File: src/rtl/playback_control.sv
// ---------------------------------------------------------------------------
// playback_control
//
// Keyboard command decoder and sample-rate strobe generator for the flash
// audio player. ASCII key events from the keyboard interface set the playback
// direction and pause levels, fire a one-cycle restart pulse, and nudge the
// sample period up or down. A free-running counter produces the periodic
// startsamplenow strobe from the current period.
//
// Ports:
//   clk            in   1          system clock, all state on rising edge
//   rst            in   1          synchronous active-high reset
//   key_valid      in   1          key present; each rising edge is one event
//   key_ascii      in   8          ASCII code, sampled in the event cycle
//   kybrd_forward  out  1          1 = play forward, 0 = play backward
//   kybrd_pause    out  1          1 = paused
//   kybrd_reset    out  1          one-cycle restart pulse
//   startsamplenow out  1          one-cycle pulse per sample period
//   divisor        out  DIV_WIDTH  current strobe period in clk cycles
// ---------------------------------------------------------------------------
module playback_control #(
    parameter int DIV_WIDTH   = 16,
    parameter int DIV_DEFAULT = 1136,
    parameter int DIV_MIN     = 568,
    parameter int DIV_MAX     = 2272,
    parameter int DIV_STEP    = 16
) (
    input  logic                 clk,
    input  logic                 rst,
    input  logic                 key_valid,
    input  logic [7:0]           key_ascii,
    output logic                 kybrd_forward,
    output logic                 kybrd_pause,
    output logic                 kybrd_reset,
    output logic                 startsamplenow,
    output logic [DIV_WIDTH-1:0] divisor
);

    localparam logic [DIV_WIDTH-1:0] L_DEFAULT = DIV_WIDTH'(DIV_DEFAULT);
    localparam logic [DIV_WIDTH-1:0] L_MIN     = DIV_WIDTH'(DIV_MIN);
    localparam logic [DIV_WIDTH-1:0] L_MAX     = DIV_WIDTH'(DIV_MAX);
    localparam logic [DIV_WIDTH-1:0] L_ONE     = DIV_WIDTH'(1);
    localparam logic [DIV_WIDTH:0]   L_STEP_W  = (DIV_WIDTH+1)'(DIV_STEP);
    localparam logic [DIV_WIDTH:0]   L_MIN_W   = {1'b0, L_MIN};
    localparam logic [DIV_WIDTH:0]   L_MAX_W   = {1'b0, L_MAX};

    // ASCII letter codes, upper case
    localparam logic [7:0] K_E = 8'h45;
    localparam logic [7:0] K_D = 8'h44;
    localparam logic [7:0] K_F = 8'h46;
    localparam logic [7:0] K_B = 8'h42;
    localparam logic [7:0] K_R = 8'h52;
    localparam logic [7:0] K_U = 8'h55;
    localparam logic [7:0] K_L = 8'h4C;
    localparam logic [7:0] K_N = 8'h4E;

    logic                 r_kvQ;
    logic                 r_forward;
    logic                 r_pause;
    logic                 r_resetPulse;
    logic                 r_strobe;
    logic [DIV_WIDTH-1:0] r_divisor;
    logic [DIV_WIDTH-1:0] r_cnt;

    logic                 w_keyEvent;
    logic [7:0]           w_keyUpper;
    logic [DIV_WIDTH:0]   w_divWide;
    logic [DIV_WIDTH:0]   w_divUp;
    logic [DIV_WIDTH:0]   w_divDown;
    logic                 w_cntWrap;
    logic                 w_nextForward;
    logic                 w_nextPause;
    logic                 w_nextResetPulse;
    logic [DIV_WIDTH-1:0] w_nextDivisor;

    // A key event is the first cycle key_valid is seen high; holding the key
    // does not repeat it. Clearing bit 5 folds lower-case letters onto upper
    // case, and no other code folds onto a listed letter.
    assign w_keyEvent = key_valid & ~r_kvQ;
    assign w_keyUpper = key_ascii & 8'hDF;

    // The divisor is stepped one bit wider than its register so that neither
    // the increment nor the decrement can wrap before the clamp is applied.
    // A set top bit on the decrement means it went below zero.
    assign w_divWide = {1'b0, r_divisor};
    assign w_divUp   = w_divWide + L_STEP_W;
    assign w_divDown = w_divWide - L_STEP_W;

    // Greater-or-equal rather than equality, so a divisor that shrinks below
    // the running count wraps on the next cycle instead of waiting for the
    // counter to roll all the way around.
    assign w_cntWrap = (r_cnt >= (r_divisor - L_ONE));

    // Key decode: each recognised key changes at most one piece of state;
    // everything else holds its value, and unknown keys are ignored.
    always_comb begin
        w_nextForward    = r_forward;
        w_nextPause      = r_pause;
        w_nextResetPulse = 1'b0;
        w_nextDivisor    = r_divisor;
        if (w_keyEvent) begin
            case (w_keyUpper)
                K_E: w_nextPause = 1'b0;
                K_D: w_nextPause = 1'b1;
                K_F: w_nextForward = 1'b1;
                K_B: w_nextForward = 1'b0;
                K_R: w_nextResetPulse = 1'b1;
                K_U: begin
                    if (w_divDown[DIV_WIDTH] || (w_divDown < L_MIN_W)) begin
                        w_nextDivisor = L_MIN;
                    end else begin
                        w_nextDivisor = w_divDown[DIV_WIDTH-1:0];
                    end
                end
                K_L: begin
                    if (w_divUp > L_MAX_W) begin
                        w_nextDivisor = L_MAX;
                    end else begin
                        w_nextDivisor = w_divUp[DIV_WIDTH-1:0];
                    end
                end
                K_N: w_nextDivisor = L_DEFAULT;
                default: ;
            endcase
        end
    end

    // All state and every output is registered here. Reset wins over any key
    // event or strobe wrap landing in the same cycle. The strobe counter runs
    // independently of pause; the player gates on kybrd_pause itself.
    always_ff @(posedge clk) begin
        if (rst) begin
            r_kvQ        <= 1'b0;
            r_forward    <= 1'b1;
            r_pause      <= 1'b1;
            r_resetPulse <= 1'b0;
            r_strobe     <= 1'b0;
            r_divisor    <= L_DEFAULT;
            r_cnt        <= '0;
        end else begin
            r_kvQ        <= key_valid;
            r_forward    <= w_nextForward;
            r_pause      <= w_nextPause;
            r_resetPulse <= w_nextResetPulse;
            r_divisor    <= w_nextDivisor;
            if (w_cntWrap) begin
                r_cnt    <= '0;
                r_strobe <= 1'b1;
            end else begin
                r_cnt    <= r_cnt + L_ONE;
                r_strobe <= 1'b0;
            end
        end
    end

    assign kybrd_forward  = r_forward;
    assign kybrd_pause    = r_pause;
    assign kybrd_reset    = r_resetPulse;
    assign startsamplenow = r_strobe;
    assign divisor        = r_divisor;

endmodule

File: config.mk
export PLATFORM = sky130hd
export DESIGN_NAME = playback_control
export DESIGN_NICKNAME = d
export VERILOG_FILES = /design/src/rtl/playback_control.sv
export SDC_FILE = /design/constraint.sdc
export NUM_CORES = 1
export LEC_CHECK = 0
export ABC_AREA = 1
export ABC_CLOCK_PERIOD_IN_PS = 8800
export BUFFER_PORTS_ARGS = -buffer_cell sky130_fd_sc_hd__buf_2
export CORE_ASPECT_RATIO = 0.9
export CORE_MARGIN = 2
export CORE_UTILIZATION = 40
export DETAILED_ROUTE_END_ITERATION = 16
export MAX_ROUTING_LAYER = met4
export PLACE_DENSITY = 0.56
export SLEW_MARGIN = 0
export SYNTH_ARGS = -nofsm -noshare
export SYNTH_HDL_FRONTEND = slang
export SYNTH_SLANG_ARGS = --single-unit
File: constraint.sdc
create_clock -name clk -period 8.8 [get_ports clk]
set_input_delay 0.88 -clock clk [delete_from_list [all_inputs] [get_ports clk]]
set_output_delay 0.88 -clock clk [all_outputs]
set_load 0.02 [all_outputs]
Word level (Yosys, flattened, before mapping)
Cells that the tools add are included.
Operators by class
  $lt $le $gt $ge: 3
  bitwise logic cells: 3
  equal/unequal tests: 8
  reduce and logical (&&, ||, !) cells: 9
  muxes and demuxes: 7
  add/sub/neg operators: 4
Operators by type and width (count)
  $eq A7 B6 Y1 const B: 8
  $pmux W16 S3: 1
  $mux W16: 2
  $add A16 B5 Y17 const B: 1
  $gt A17 B12 Y1 const B: 1
  $lt A17 B10 Y1 const B: 1
  $sub A16 B5 Y17 const B: 1
  $add A16 B1 Y16 const B: 1
  $ge A16 B16 Y1: 1
  $sub A16 B1 Y16 const B: 1
  $reduce_and A2 Y1: 3
  $pmux W1 S2: 2
  $reduce_bool A2 Y1: 2
  $reduce_or A2 Y1: 2
  $reduce_bool A3 Y1: 1
  $mux W1: 2
  $not A1 Y1: 2
  $and A1 B1 Y1: 1
  $logic_or A1 B1 Y1: 1
Storage, ports and cells
  output and inout bits: 20
  bits of input ports: 11
  logic and storage cells: 41
  flip-flop bits (word level): 37

Logic depth before layout (Yosys ltp)
  depth after elaboration: 5
  gate-level depth with buffers: 15
  gate-level depth less buffers: 15

Worst setup path after synthesis
No wires, ideal clock.
  path type: reg2reg
  start point: reg r_divisor[4] (netlist: divisor[4])
  end point: reg r_cnt[10]
  required time: 8.671 ns
  setup time: 0.129 ns
  path buffers: 1
  period minus slack after synthesis: 2.920 ns
  arrival time: 2.791 ns
  path slack: 5.880 ns
  cell stages (with the launch flop): 16
  cells stage by stage: dfxtp_1 inv_2 ha_1 nand2_2 nor2_2 nand3_1 nor2_1 xor2_1 inv_1 ha_1 nand4_1 nor3_1 nand4_1 nand4_1 clkbuf_1 nor2_1
Between the ends
  longest elaborated chain between the ends: 3
Ends and longest elaborated chain
  start, declared: line 62  | logic [DIV_WIDTH-1:0] r_divisor;
  start signal, assigned: line 145  | r_divisor <= w_nextDivisor;
  $sub A16 B1 Y16: line 92  | assign w_cntWrap = (r_cnt >= (r_divisor - L_ONE));
  $ge A16 B16 Y1: line 92
  $reduce_or A2 Y1 (no source line)
  end signal, assigned: line 150  | r_cnt <= r_cnt + L_ONE;
  end, declared: line 63  | logic [DIV_WIDTH-1:0] r_cnt;
No other way between the ends.
A chain may end at the register's enable or synchronous reset.

Worst setup path after layout
  start point: reg r_divisor[4] (netlist: divisor[4])
  end point: reg r_cnt[11]
Same word-level chain as after synthesis.

==> results.ini <==
[outcome]
outcome=complete, no violations

[clock_network]
clk_pin_slew_ns=0.08
cts_buffers=5
postCtsHoldBufs=0
cts_resized=0
clock_path_buffers=2
cts_root_buf=clkbuf_8
clock_sinks=34
cts_tree=built
cts_setup_buffers=0
cts_max_level=2
insertion_delay_ns=0.30

[sta]
period_minus_slack_ns=3.54
finalCritPeriodShare_pct=40.2
rsz0062_at_grt=no
finalHoldViolCount=0
tightest_slew_ns=0.719
slew_viol_final=0
fmax_ghz=0.283
max_slew_margin_pct=51.9
fin_skew_ns=0.00427
setup_tns_ns=0
setup_viol_count_final=0
finalWorstSetupSlack_ns=5.26

[final_layout]
fin_cells=551
nNetsFinal=490
fill_cells=786
seq_area_sq_um=681
antenna_cells=0
multiInputGateArea_sq_um=2020
drive_gt1_share_pct=19.0
synthToLayoutAreaGrowth_pct=8.73

[logic_synthesis]
ys_top_cells_by_count=nand2_1, nor2_1, inv_1
synth-edff-count=0
yosys-top-cells-area=dfxtp_1, nand2_1, ha_1
synth_top_area_share_pct=22.7
syn_area_sq_um=3000
avgSynthCellArea_sq_um=6.90
synth_ff_type=dfxtp_1
synth_top_area_cell=dfxtp_1
yosysSeqAreaShare_pct=22.7
ys_ff_latch=34
yosysMostFrequentCell=nand2_1
yosys.cell_types.count=43
yosys_warnings=0
ys_async_sr_fraction_pct=0
synth_cells=434

[critical_path]
crit_arrival_ns=3.74
crit_path_cell_trace=inv_2 -> ha_1 -> nand2_2 -> nor2_2 -> nand3_1 -> nor2_1 -> xor2_1 -> inv_1 -> ha_1 -> nand4_1 -> inv_1 -> a21oi_1 -> nand4_1 -> nor3b_1
rr_worst_depth=14
required_ns=9.00
path_depth=14
critical_path.top_delay_family=simple AND/OR/NAND/NOR gates
critical_path_buf_inv_count=3
cp_max_fo=16
slowest_stage=nand4_1
crit_path_end_kind=flip-flop
crit_path_start=divisor[4]$_SDFFE_PP1P_
timing.rr.start=divisor[4]$_SDFFE_PP1P_
crit_type=flip-flop to flip-flop
r2r_setup_slack_ns=5.26
max_stage_delay_ns=0.62
rr_endpoint=r_cnt[11]$_SDFF_PP0_
start_kind=flip-flop

[global_route]
grt.met3_usage_pct=3.34
grt_remaining_overflow=0
busiest_layer=met2
grt_pass1_wl_um=12500
antenna_found_initial=0
grt_pass1_vias=2659
grtUsageTotal_pct=19.7
grtUsageMet2_pct=28.5
grt_util_met1_pct=28.3
grt_max_degree=17

[floorplan]
initial_utilization_pct=41.9
fp.dieArea_sq_um=8200
die_x_um=95.2
core_area_sq_um=7150
die_h_um=86.1
row_count=29
io_pins=31

[drt]
dr.pass1.iters=4
drtIter0Drc=139
drc=0
wl_per_cell_um=12.7
postRouteAntennaNets=0
wirelength_um=6980
via_count=2730
via_per_inst=4.95

[power_and_ir_drop]
vdd_ir_drop_max_v=0.0000811
power.total_mw=0.330
leakage_nw=1.52
powerDensity_nw_per_um2=101

[worst_hold_path]
whs_endpoint=r_cnt[0]$_SDFF_PP0_
holdCritStartpoint=r_cnt[0]$_SDFF_PP0_
hold_path.class=flip-flop to flip-flop
min_path_cells=1

[placement]
pre_cts_ws_ns=5.23
dp.final_hpwl_um=5440
gp_congestion=0.929
io_buffers=26
place_inst=543

[run]
max_cap_viol_count=0

==> sequential cells by signal, indices dropped and copies added (netlist names) <==
register and flops:
kybrd_pause 1, r_cnt 16, divisor 13, startsamplenow 1
kybrd_reset 1, r_kvQ 1, kybrd_forward 1
==> cell type report <==
type / count / area share [%]
Clock buffer: 5 / 2.11
Clock inverter: 3 / 1.23
Inverter: 52 / 6.07
Multi-Input combinational cell: 338 / 62.1
Sequential cell: 34 / 20.9
Tap cell: 93 / 3.57
Timing Repair Buffer: 26 / 3.99
==> cell families (layout without fill, tap and decap cells) <==
logic type	Yosys count	in the layout	synth area share (%)
compound gates	44	44	9.02
flops	34	34	22.7
other cells	1	3	0.125
xor+xnor	19	19	5.55
buf+inv	64	86	9.98
simple gates	250	250	43.4
fa+ha+maj	22	22	9.19
==> placed cells by master (no fill, tap or decap), types with 2 or more instances in the layout <==
master    count
a211oi_2      2
xor2_1       17
clkbuf_8      5
nor3b_1       4
a21oi_1      21
o21ai_0       7
nor2_2        9
nand2_2       6
o211ai_1      2
nor3_1        6
nand3_2       7
nand2_1      99
inv_1        44
xnor2_1       2
ha_1         22
inv_2         6
nand2_4       4
nand3_1      33
nor3b_2       2
nand4_1      19
clkinv_2      2
nor2_1       46
nor2_4        7
buf_2        26
a31oi_1       3
conb_1        3
o21ai_1       3
dfxtp_1      34
nand3_4       2
==> worst register-to-register path: stages (launching register included) <==
cell and delay [ns]:
dfxtp_1 0.39, inv_2 0.24, ha_1 0.33, nand2_2 0.11, nor2_2 0.18, nand3_1 0.13
nor2_1 0.13, xor2_1 0.15, inv_1 0.06, ha_1 0.28, nand4_1 0.13, inv_1 0.05
a21oi_1 0.24, nand4_1 0.62, nor3b_1 0.40
==> metrics by stage <==
stage                     cell area (sq um)  hold WS (ns)  util, %
after global placement                 3150         0.448     44.1
final                                  3260         0.472     45.6
after detailed placement               3150         0.460     44.1
after global routing                   3260         0.504     45.6
after CTS                              3260         0.479     45.6
after floorplan                        3000         0.433        -
==> per-layer routing <==
metal  wire length, um  vias to the layer above
met5                 0                        -
met4                34                        0
met3               406                        5
met2              2940                       62
met1              3600                     1192
li1                  -                     1471
==> worst max-delay path by stage <==
stage	endpoint	slack, ns
finish	r_cnt[11]$_SDFF_PP0_	5.26
global route	r_cnt[11]$_SDFF_PP0_	4.74
CTS	r_cnt[3]$_SDFF_PP0_	5.21
detailed placement	r_cnt[3]$_SDFF_PP0_	5.23
global placement	r_cnt[7]$_SDFF_PP0_	5.27
floorplan	r_cnt[10]$_SDFF_PP0_	5.88
==> power breakdown <==
part	internal [mW]	switching (mW)	leakage [nW]
combinational	0.00776	0.0166	1.19
sequential	0.156	0.00261	0.275
clock	0.0834	0.0641	0.0579
total	0.247	0.0833	1.52
Note: power is estimated with default switching activity, not from simulation.
